--- config.mk ---
export PLATFORM = sky130hd
export DESIGN_NAME = mult_seq_32_bit
export DESIGN_NICKNAME = d
export VERILOG_FILES = /design/src/rtl/mult_seq_32_bit.sv
export SDC_FILE = /design/constraint.sdc
export NUM_CORES = 1
export LEC_CHECK = 0
export BUFFER_PORTS_ARGS = -buffer_cell sky130_fd_sc_hd__buf_2
export CORE_AREA = 2 2 163 133
export CTS_CLUSTER_SIZE = 28
export DETAILED_ROUTE_END_ITERATION = 8
export DIE_AREA = 0 0 165 135
export GPL_TIMING_DRIVEN = 0
export SYNTH_ARGS = -nofsm -noshare
export SYNTH_HDL_FRONTEND = slang
export SYNTH_SLANG_ARGS = --single-unit
--- constraint.sdc ---
create_clock -name clk -period 9.4 [get_ports clk]
set_clock_uncertainty 0.05 [all_clocks]
set_input_delay 0.47 -clock clk [delete_from_list [all_inputs] [get_ports clk]]
set_output_delay 0.47 -clock clk [all_outputs]
set_load 0.05 [all_outputs]
--- src/rtl/mult_seq_32_bit.sv ---
// Sequential 32x32 shift-add multiplier: 32 RUN cycles, then a one-cycle DONE pulse with hi/lo.
// Optional MULT_SIGNED_EN macro adds port signed_op and signed (sign-magnitude) multiplication.
module mult_seq_32_bit (
  input  logic        clk,
  input  logic        rst,
  input  logic        start,
  input  logic [31:0] a,
  input  logic [31:0] b,
`ifdef MULT_SIGNED_EN
  input  logic        signed_op,
`endif
  output logic        busy,
  output logic        done,
  output logic [31:0] hi,
  output logic [31:0] lo
);

  localparam int unsigned W  = 32;
  localparam int unsigned PW = 64;
  localparam int unsigned CW = 5;

  typedef enum logic [1:0] {IDLE, RUN, DONE} state_t;

  state_t          state_q, state_d;
  logic [W-1:0]    mcand_q, mplier_q;
  logic [PW-1:0]   acc_q;
  logic [CW-1:0]   cnt_q;
  logic            accept_c, step_c, last_c;
  logic [W:0]      sum_c;
  logic [PW-1:0]   acc_step_c, result_c;
  logic [W-1:0]    mcand_in_c, mplier_in_c;

`ifdef MULT_SIGNED_EN
  logic            neg_q;
  logic            neg_in_c;

  // Signed mode multiplies magnitudes; 0x80000000 negates to itself, read as 2^31.
  always_comb begin
    mcand_in_c  = (signed_op && a[W-1]) ? (~a + W'(1)) : a;
    mplier_in_c = (signed_op && b[W-1]) ? (~b + W'(1)) : b;
    neg_in_c    = signed_op && (a[W-1] ^ b[W-1]);
    result_c    = neg_q ? (~acc_step_c + PW'(1)) : acc_step_c;
  end
`else
  always_comb begin
    mcand_in_c  = a;
    mplier_in_c = b;
    result_c    = acc_step_c;
  end
`endif

  // Next-state, handshake decode and one shift-add step.
  always_comb begin
    state_d    = state_q;
    accept_c   = 1'b0;
    step_c     = 1'b0;
    last_c     = 1'b0;
    sum_c      = {1'b0, acc_q[PW-1:W]} + {1'b0, mcand_q & {W{mplier_q[0]}}};
    acc_step_c = {sum_c, acc_q[W-1:1]};
    case (state_q)
      IDLE: begin
        if (start) begin
          accept_c = 1'b1;
          state_d  = RUN;
        end
      end
      RUN: begin
        step_c = 1'b1;
        if (cnt_q == CW'(W - 1)) begin
          last_c  = 1'b1;
          state_d = DONE;
        end
      end
      DONE: begin
        if (start) begin
          accept_c = 1'b1;
          state_d  = RUN;
        end else begin
          state_d = IDLE;
        end
      end
      default: state_d = IDLE;
    endcase
  end

  // State, datapath and registered outputs; hi/lo change only when entering DONE.
  always_ff @(posedge clk) begin
    if (rst) begin
      state_q  <= IDLE;
      busy     <= 1'b0;
      done     <= 1'b0;
      hi       <= '0;
      lo       <= '0;
      mcand_q  <= '0;
      mplier_q <= '0;
      acc_q    <= '0;
      cnt_q    <= '0;
`ifdef MULT_SIGNED_EN
      neg_q    <= 1'b0;
`endif
    end else begin
      state_q <= state_d;
      busy    <= (state_d == RUN);
      done    <= (state_d == DONE);
      if (accept_c) begin
        mcand_q  <= mcand_in_c;
        mplier_q <= mplier_in_c;
        acc_q    <= '0;
        cnt_q    <= '0;
`ifdef MULT_SIGNED_EN
        neg_q    <= neg_in_c;
`endif
      end else if (step_c) begin
        acc_q    <= acc_step_c;
        mplier_q <= mplier_q >> 1;
        cnt_q    <= cnt_q + CW'(1);
      end
      if (last_c) begin
        hi <= result_c[PW-1:W];
        lo <= result_c[W-1:0];
      end
    end
  end

endmodule

==> results_dict.tcl, run 1 <==
set metrics [dict create \
    setup.reg_to_reg.worst_slack_ns 5.50 \
    numCtsBuffers 17 \
    asyncSetResetFlopFracSynth 0 \
    synth-warning-count 0 \
    synth.cell_area_um2 9140 \
    critPathArrivalTime_ns 4.16 \
    detail-route-antenna-nets 0 \
    report.final.setup_viol 0 \
    crit_path_end_kind "register" \
    global_route.overflow_total 0 \
    worst_ep_required_time_ns 9.66 \
    final_max_slew_viol_count 0 \
    fin_worst_hold_slack_ns 0.202 \
    area_delta_synth_final_pct 17.6 \
    die_area_um2 22300 \
    ys.flop_type "sky130_fd_sc_hd__dfxtp_1" \
    global_route.usage.total 0.241 \
    die_height_um 135 \
    pin_count_of_the_biggest_net_entering_global_routing 21 \
    dpl.hpwl_um 19300 \
    drt_wl_total_um 26500 \
    synth.lib_cells_used.distinct 58 \
    cts.sinks 200 \
    vias_per_cell 5.35 \
    htreeDepth 4 \
    placement.io_buffers 132 \
    cts_tree "built" \
    min-delay-path-class "in2reg" \
    layout-drive-gt1-share 0.140 \
    synth_sequential_area_ratio 0.438 \
    dieWidth_um 165 \
    critPathKind "reg2reg" \
    worst_relative_slew_slack 0.423 \
    critical_path_start_type "register" \
    first_global_vias 7822 \
    grt_first_pass_wirelength_um 41700 \
    total_via_count_after_detailed_routing 8613 \
    outcome "finished, final reports clean" \
    rsz_0062_raised_after_global_routing "no" \
    io_pins 133 \
    hold_viol 0 \
    nets 1428 \
    routabilityCongestion 0.932 \
    placeableCoreArea_um2 20500 \
    max_freq_mhz 256 \
    cts-root-buf "sky130_fd_sc_hd__clkbuf_16" \
    cts_hold_buffers 0 \
    cap_viol_max_count 0 \
    power_density_over_the_cells_nw_per_um2 168 \
    syn_inst 1175 \
    antenna_violations_before_repair 3 \
    wire_per_inst_um 16.5 \
    drtIter0Drc 641 \
    avgSynthCellArea_um2 7.78 \
    post-route-period-util 0.415 \
    cts_setup_buffers 0 \
    placementRows 47 \
    cts_repair_resize_count 0 \
    crit_fanout 10 \
    minimum_setup_slack_after_placement_ns 5.57 \
    drc_errors 0 \
    min_period_ns 3.90 \
    fin_cells 1609 \
    setup_tns_ns 0 \
    worst-slew-pin-transition_ns 0.866 \
    start_util 0.445 \
    ys_ff_latch 200 \
    syn_nets 1277 \
    cts_max_path_buffers 2 \
    timing.final.ws_setup_ns 5.50 \
    clk_latency_ns 0.45 \
    vdd_drop_max_mv 0.0924 \
    first_pass_iters 7 \
    clkTransAtPathRegs_ns 0.08 \
    synth_edf_count 0 \
    placed_cells 1576 \
    total_leakage_power_uw 0.00426 \
]
-- cells in the final DEF, fill, tap and decap left out, types with 17 or more instances in the layout --
cell type and instances:
sky130_fd_sc_hd__nand2_1 294, sky130_fd_sc_hd__and2_1 36, sky130_fd_sc_hd__nand3_1 32, sky130_fd_sc_hd__dfxtp_1 200
sky130_fd_sc_hd__buf_2 136, sky130_fd_sc_hd__a21oi_1 170, sky130_fd_sc_hd__ha_1 34, sky130_fd_sc_hd__clkbuf_1 64
sky130_fd_sc_hd__nor2_1 67, sky130_fd_sc_hd__o21ai_0 20, sky130_fd_sc_hd__clkbuf_16 17, sky130_fd_sc_hd__nor3_1 41
sky130_fd_sc_hd__o22ai_1 31
-- worst max-delay path: stages, from the launching register on --
cell                       delay, ns
sky130_fd_sc_hd__dfxtp_1        0.45
sky130_fd_sc_hd__clkbuf_1       0.24
sky130_fd_sc_hd__and2_1         0.19
sky130_fd_sc_hd__ha_1           0.22
sky130_fd_sc_hd__fa_1           0.43
sky130_fd_sc_hd__a211oi_1       0.35
sky130_fd_sc_hd__o211ai_1       0.14
sky130_fd_sc_hd__and2_1         0.24
sky130_fd_sc_hd__a41o_2         0.37
sky130_fd_sc_hd__a211oi_1       0.49
sky130_fd_sc_hd__o21ai_1        0.18
sky130_fd_sc_hd__xnor2_1        0.32
sky130_fd_sc_hd__o31ai_1        0.10
-- sequential cells by signal, indices dropped and copies added, names as in the netlist --
signal / cells
acc_q: 63
mcand_q: 32
busy: 1
hi: 32
lo: 32
done: 1
state_q: 2
mplier_q: 32
cnt_q: 5
-- cell families after synthesis --
logic type	Yosys count	share of synthesized area
DFF	200	0.438
and+or+nand+nor	513	0.245
xor gates and xnor gates	24	0.0230
AOI/OAI and AO/OA	301	0.199
buffers and inverters	100	0.0441
adders and majority gates	35	0.0487
muxes	2	0.00219
-- report_power, final --
part	internal [µW]	switching [µW]	total (µW)
combinational	52.0	111	163
sequential	872	15.1	888
clock	382	377	759
-- worst paths after layout --
path / depth (start not counted) / start / to
setup / recovery: 12 / mplier_q[0] / acc_q[57]
hold / removal: 3 / a[9] / mcand_q[9]
setup reg to reg: 12 / mplier_q[0] / acc_q[57]
hold reg to reg: 2 / lo[22] / lo[22]
-- stage by stage --
step,power (µW),instance area [µm²],util
6_report,1810,10700,0.524
5_1_grt,1880,10700,0.524
4_1_cts,1820,10700,0.524
3_5_place_dp,1070,10100,0.494
3_3_place_gp,1070,10100,0.494
2_1_floorplan,1010,9140,-
-- cell usage after synthesis, drive strengths merged (8+ instances only) --
library cell,instances,area [µm²]
o211ai,10,88.8
buf,23,114
nor3,41,205
nand3,32,160
ha,34,425
a21o,12,90.1
nand2,294,1100
xnor2,16,140
nor2,67,251
a211oi,14,110
inv,13,48.8
nand4,16,100
and2,36,225
a21oi,174,893
clkbuf,64,240
o21ai,22,114
xor2,8,70.1
o22ai,31,194
dfxtp,200,4000
-- per-layer routing --
metal,vias up,global-route usage,share of wire
met5,-,0,0.00091
met4,4,0.0710,0.016
met3,29,0.0510,0.067
met2,242,0.346,0.42
met1,3976,0.360,0.50
li1,4362,-,-
-- layout make-up --
type                            count  area, µm²
Inverter                           13       48.8
Clock inverter                     15        181
Sequential cell                   200       4000
Antenna cell                        1       2.50
Fill cell                        2101       9780
Clock buffer                       17        425
Multi-Input combinational cell    875       4730
Buffer                             87        354
Tap cell                          269        337
Timing Repair Buffer              132        661
No activity file was read; power rests on OpenSTA's default activity.
==> run 2: changes to the inputs <==
--- a/config.mk
+++ b/config.mk
@@ -11,6 +11,7 @@
 export DETAILED_ROUTE_END_ITERATION = 8
 export DIE_AREA = 0 0 165 135
 export GPL_TIMING_DRIVEN = 0
+export PLACE_DENSITY = 0.67
 export SYNTH_ARGS = -nofsm -noshare
 export SYNTH_HDL_FRONTEND = slang
 export SYNTH_SLANG_ARGS = --single-unit
==> constraint.sdc (replaced) <==
create_clock -name clk -period 3.2 [get_ports clk]
set_clock_uncertainty 0.05 [all_clocks]
set_input_delay 0.16 -clock clk [delete_from_list [all_inputs] [get_ports clk]]
set_output_delay 0.16 -clock clk [all_outputs]
set_load 0.05 [all_outputs]
==> run 2 against run 1 <==
  * Global-route usage hardly changed
  * Register-to-register slack lost 5.3 ns
  * Worst hold slack got worse by 0.19 ns
  * Flip-flop and latch count unchanged
  * Sequential power grew to 2.9 times the previous value
  * Core utilization is 3.6 points higher
  * Total power grew to 2.9 times the previous value
  * Combinational power increased to 3.3 times the previous value
  * Count of clock-buffer cells in the layout stayed put
  * Critical endpoint is now acc_q[53]
  * Largest cell class unchanged
  * Highest routed layer is now met4
==> results_dict.tcl, run 2 (synthesized netlist as in run 1, its figures left out) <==
set metrics [dict create \
    cp_slowest_stage_delay_ns 0.39 \
    grt_first_pass_wirelength_um 42300 \
    regMostFlops "acc_q" \
    min-delay-path-class "in2reg" \
    cts_max_path_buffers 2 \
    cp-endpoint "acc_q[53]" \
    num_antenna_cells 0 \
    pin_count_of_the_biggest_net_entering_global_routing 22 \
    worst_ep_required_time_ns 3.52 \
    finalCoreUtilization 0.560 \
    power_density_over_the_cells_nw_per_um2 463 \
    layout-drive-gt1-share 0.147 \
    outcome "finished, final reports clean" \
    crit_chain "buf_4 > and2_4 > ha_4 > fa_2 > a211oi_2 > o211ai_1 > and2_4 > a41o_4 > a211oi_4 > buf_4 > xnor2_2 > nand2_1 > a21oi_2" \
    dieWidth_um 165 \
    drc_errors 0 \
    first_global_vias 8262 \
    critPathKind "reg2reg" \
    vias_per_cell 5.27 \
    hold_viol 0 \
    final_max_slew_viol_count 0 \
    critical_path_start_type "register" \
    drtIter0Drc 564 \
    numCtsBuffers 17 \
    report.final.setup_viol 0 \
    worst-slew-pin-transition_ns 0.771 \
    post-route-period-util 0.950 \
    critPathArrivalTime_ns 3.36 \
    die_height_um 135 \
    start_util 0.445 \
    area_delta_synth_final_pct 25.6 \
    vdd_drop_max_mv 0.371 \
    clkTransAtPathRegs_ns 0.07 \
    fin_area_um2 11500 \
    first_pass_iters 5 \
    total_via_count_after_detailed_routing 8815 \
    crit_path_end_kind "register" \
    r2r_start "mplier_q[0]" \
    worst_relative_slew_slack 0.486 \
    placeableCoreArea_um2 20500 \
    ff2ff_path_depth 13 \
    placementRows 47 \
    crit-reg2reg-capture "acc_q[53]" \
    cap_viol_max_count 0 \
    global_route.usage.total 0.241 \
    die_area_um2 22300 \
    clk_latency_ns 0.45 \
    cts_tree "built" \
    layout_commonest_cell "sky130_fd_sc_hd__nand2_1" \
    crit_fanout 10 \
    cts.sinks 200 \
    critical_path.startpoint "mplier_q[0]" \
    hold_path_startpoint "b[21]" \
    htreeDepth 4 \
    most-common-layout-cells "sky130_fd_sc_hd__nand2_1 (294), sky130_fd_sc_hd__dfxtp_1 (199), sky130_fd_sc_hd__a21oi_1 (169)" \
    nets 1494 \
    io_pins 133 \
    global_route.overflow_total 0 \
    routabilityCongestion 0.900 \
    total_leakage_power_uw 0.00456 \
    max_freq_mhz 329 \
    setup.reg_to_reg.worst_slack_ns 0.16 \
    critPathSlowestCell "sky130_fd_sc_hd__dfxtp_4" \
    largest_register_ff_count 63 \
    placed_instance_area_um2 10100 \
    design_power_total_uw 5320 \
    min_period_ns 3.04 \
    cts-root-buf "sky130_fd_sc_hd__clkbuf_16" \
    placement.io_buffers 132 \
    dpl.hpwl_um 19100 \
    timing.hold.worst_path_depth 3 \
    detail-route-antenna-nets 0 \
    drt_wl_total_um 26400 \
    antenna_violations_before_repair 0 \
    wire_per_inst_um 15.8 \
]
==> run 2: timing repair <==
item                                   in CTS  in global routing
resized for setup                          13                 17
pin swaps                                   3                 10
hold buffers                               64                  0
endpoints found under the hold margin      64                  0
setup endpoints to repair                  23                 15
buffers inserted                            1                  2
==> run 2: metal layers <==
metal | vias up | share of wire | track usage
met2 | 225 | 0.44 | 0.368
met4 | 0 | 0.012 | 0.0638
met5 | - | 0 | 0
met3 | 26 | 0.056 | 0.0445
met1 | 4084 | 0.49 | 0.349
li1 | 4480 | - | -
==> run 2: cell type report <==
cell class                      instances  area, µm²
Clock inverter                         15        169
Tap cell                              269        337
Timing Repair Buffer                  199       1320
Sequential cell                       200       4010
Fill cell                            1946       9040
Buffer                                 86        358
Clock buffer                           17        425
Inverter                               13       48.8
Multi-Input combinational cell        875       4820
==> run 2: worst min-delay path by stage <==
stage	end	slack (ns)
after floorplan	mcand_q[0]	0.25
after global placement	mcand_q[22]	0.35
after detailed placement	mcand_q[29]	0.36
after CTS	mplier_q[21]	0.00009
after global routing	mplier_q[21]	0.006
final	mplier_q[21]	0.009
==> run 2: power by group <==
part           internal (µW)  leakage [µW]  switching [µW]
Combinational            208       0.00265             335
Clock                   1060      0.000292            1110
Sequential              2560       0.00163            43.4
Total                   3830       0.00456            1480
==> run 2: critical path, delay by kind of cell (launching register included) <==
family | cells | cell delay [ns]
AOI/OAI and AO/OA | 5 | 1.11
and+or+nand+nor | 3 | 0.43
adders and majority gates | 2 | 0.52
xor gates and xnor gates | 1 | 0.13
DFF | 1 | 0.39
buffers and inverters | 2 | 0.34
==> run 2: per-stage QoR <==
step,hold slack [ns],TNS [ns],setup WS [ns],cells
2_1_floorplan,0.246,0,0.196,1175
3_3_place_gp,0.354,-3.33,-0.451,1576
3_5_place_dp,0.357,-3.43,-0.442,1576
5_1_grt,0.00570,-0.0175,-0.0175,1674
6_report,0.00865,0,0.158,1674
4_1_cts,0.0000867,0,0.0397,1673
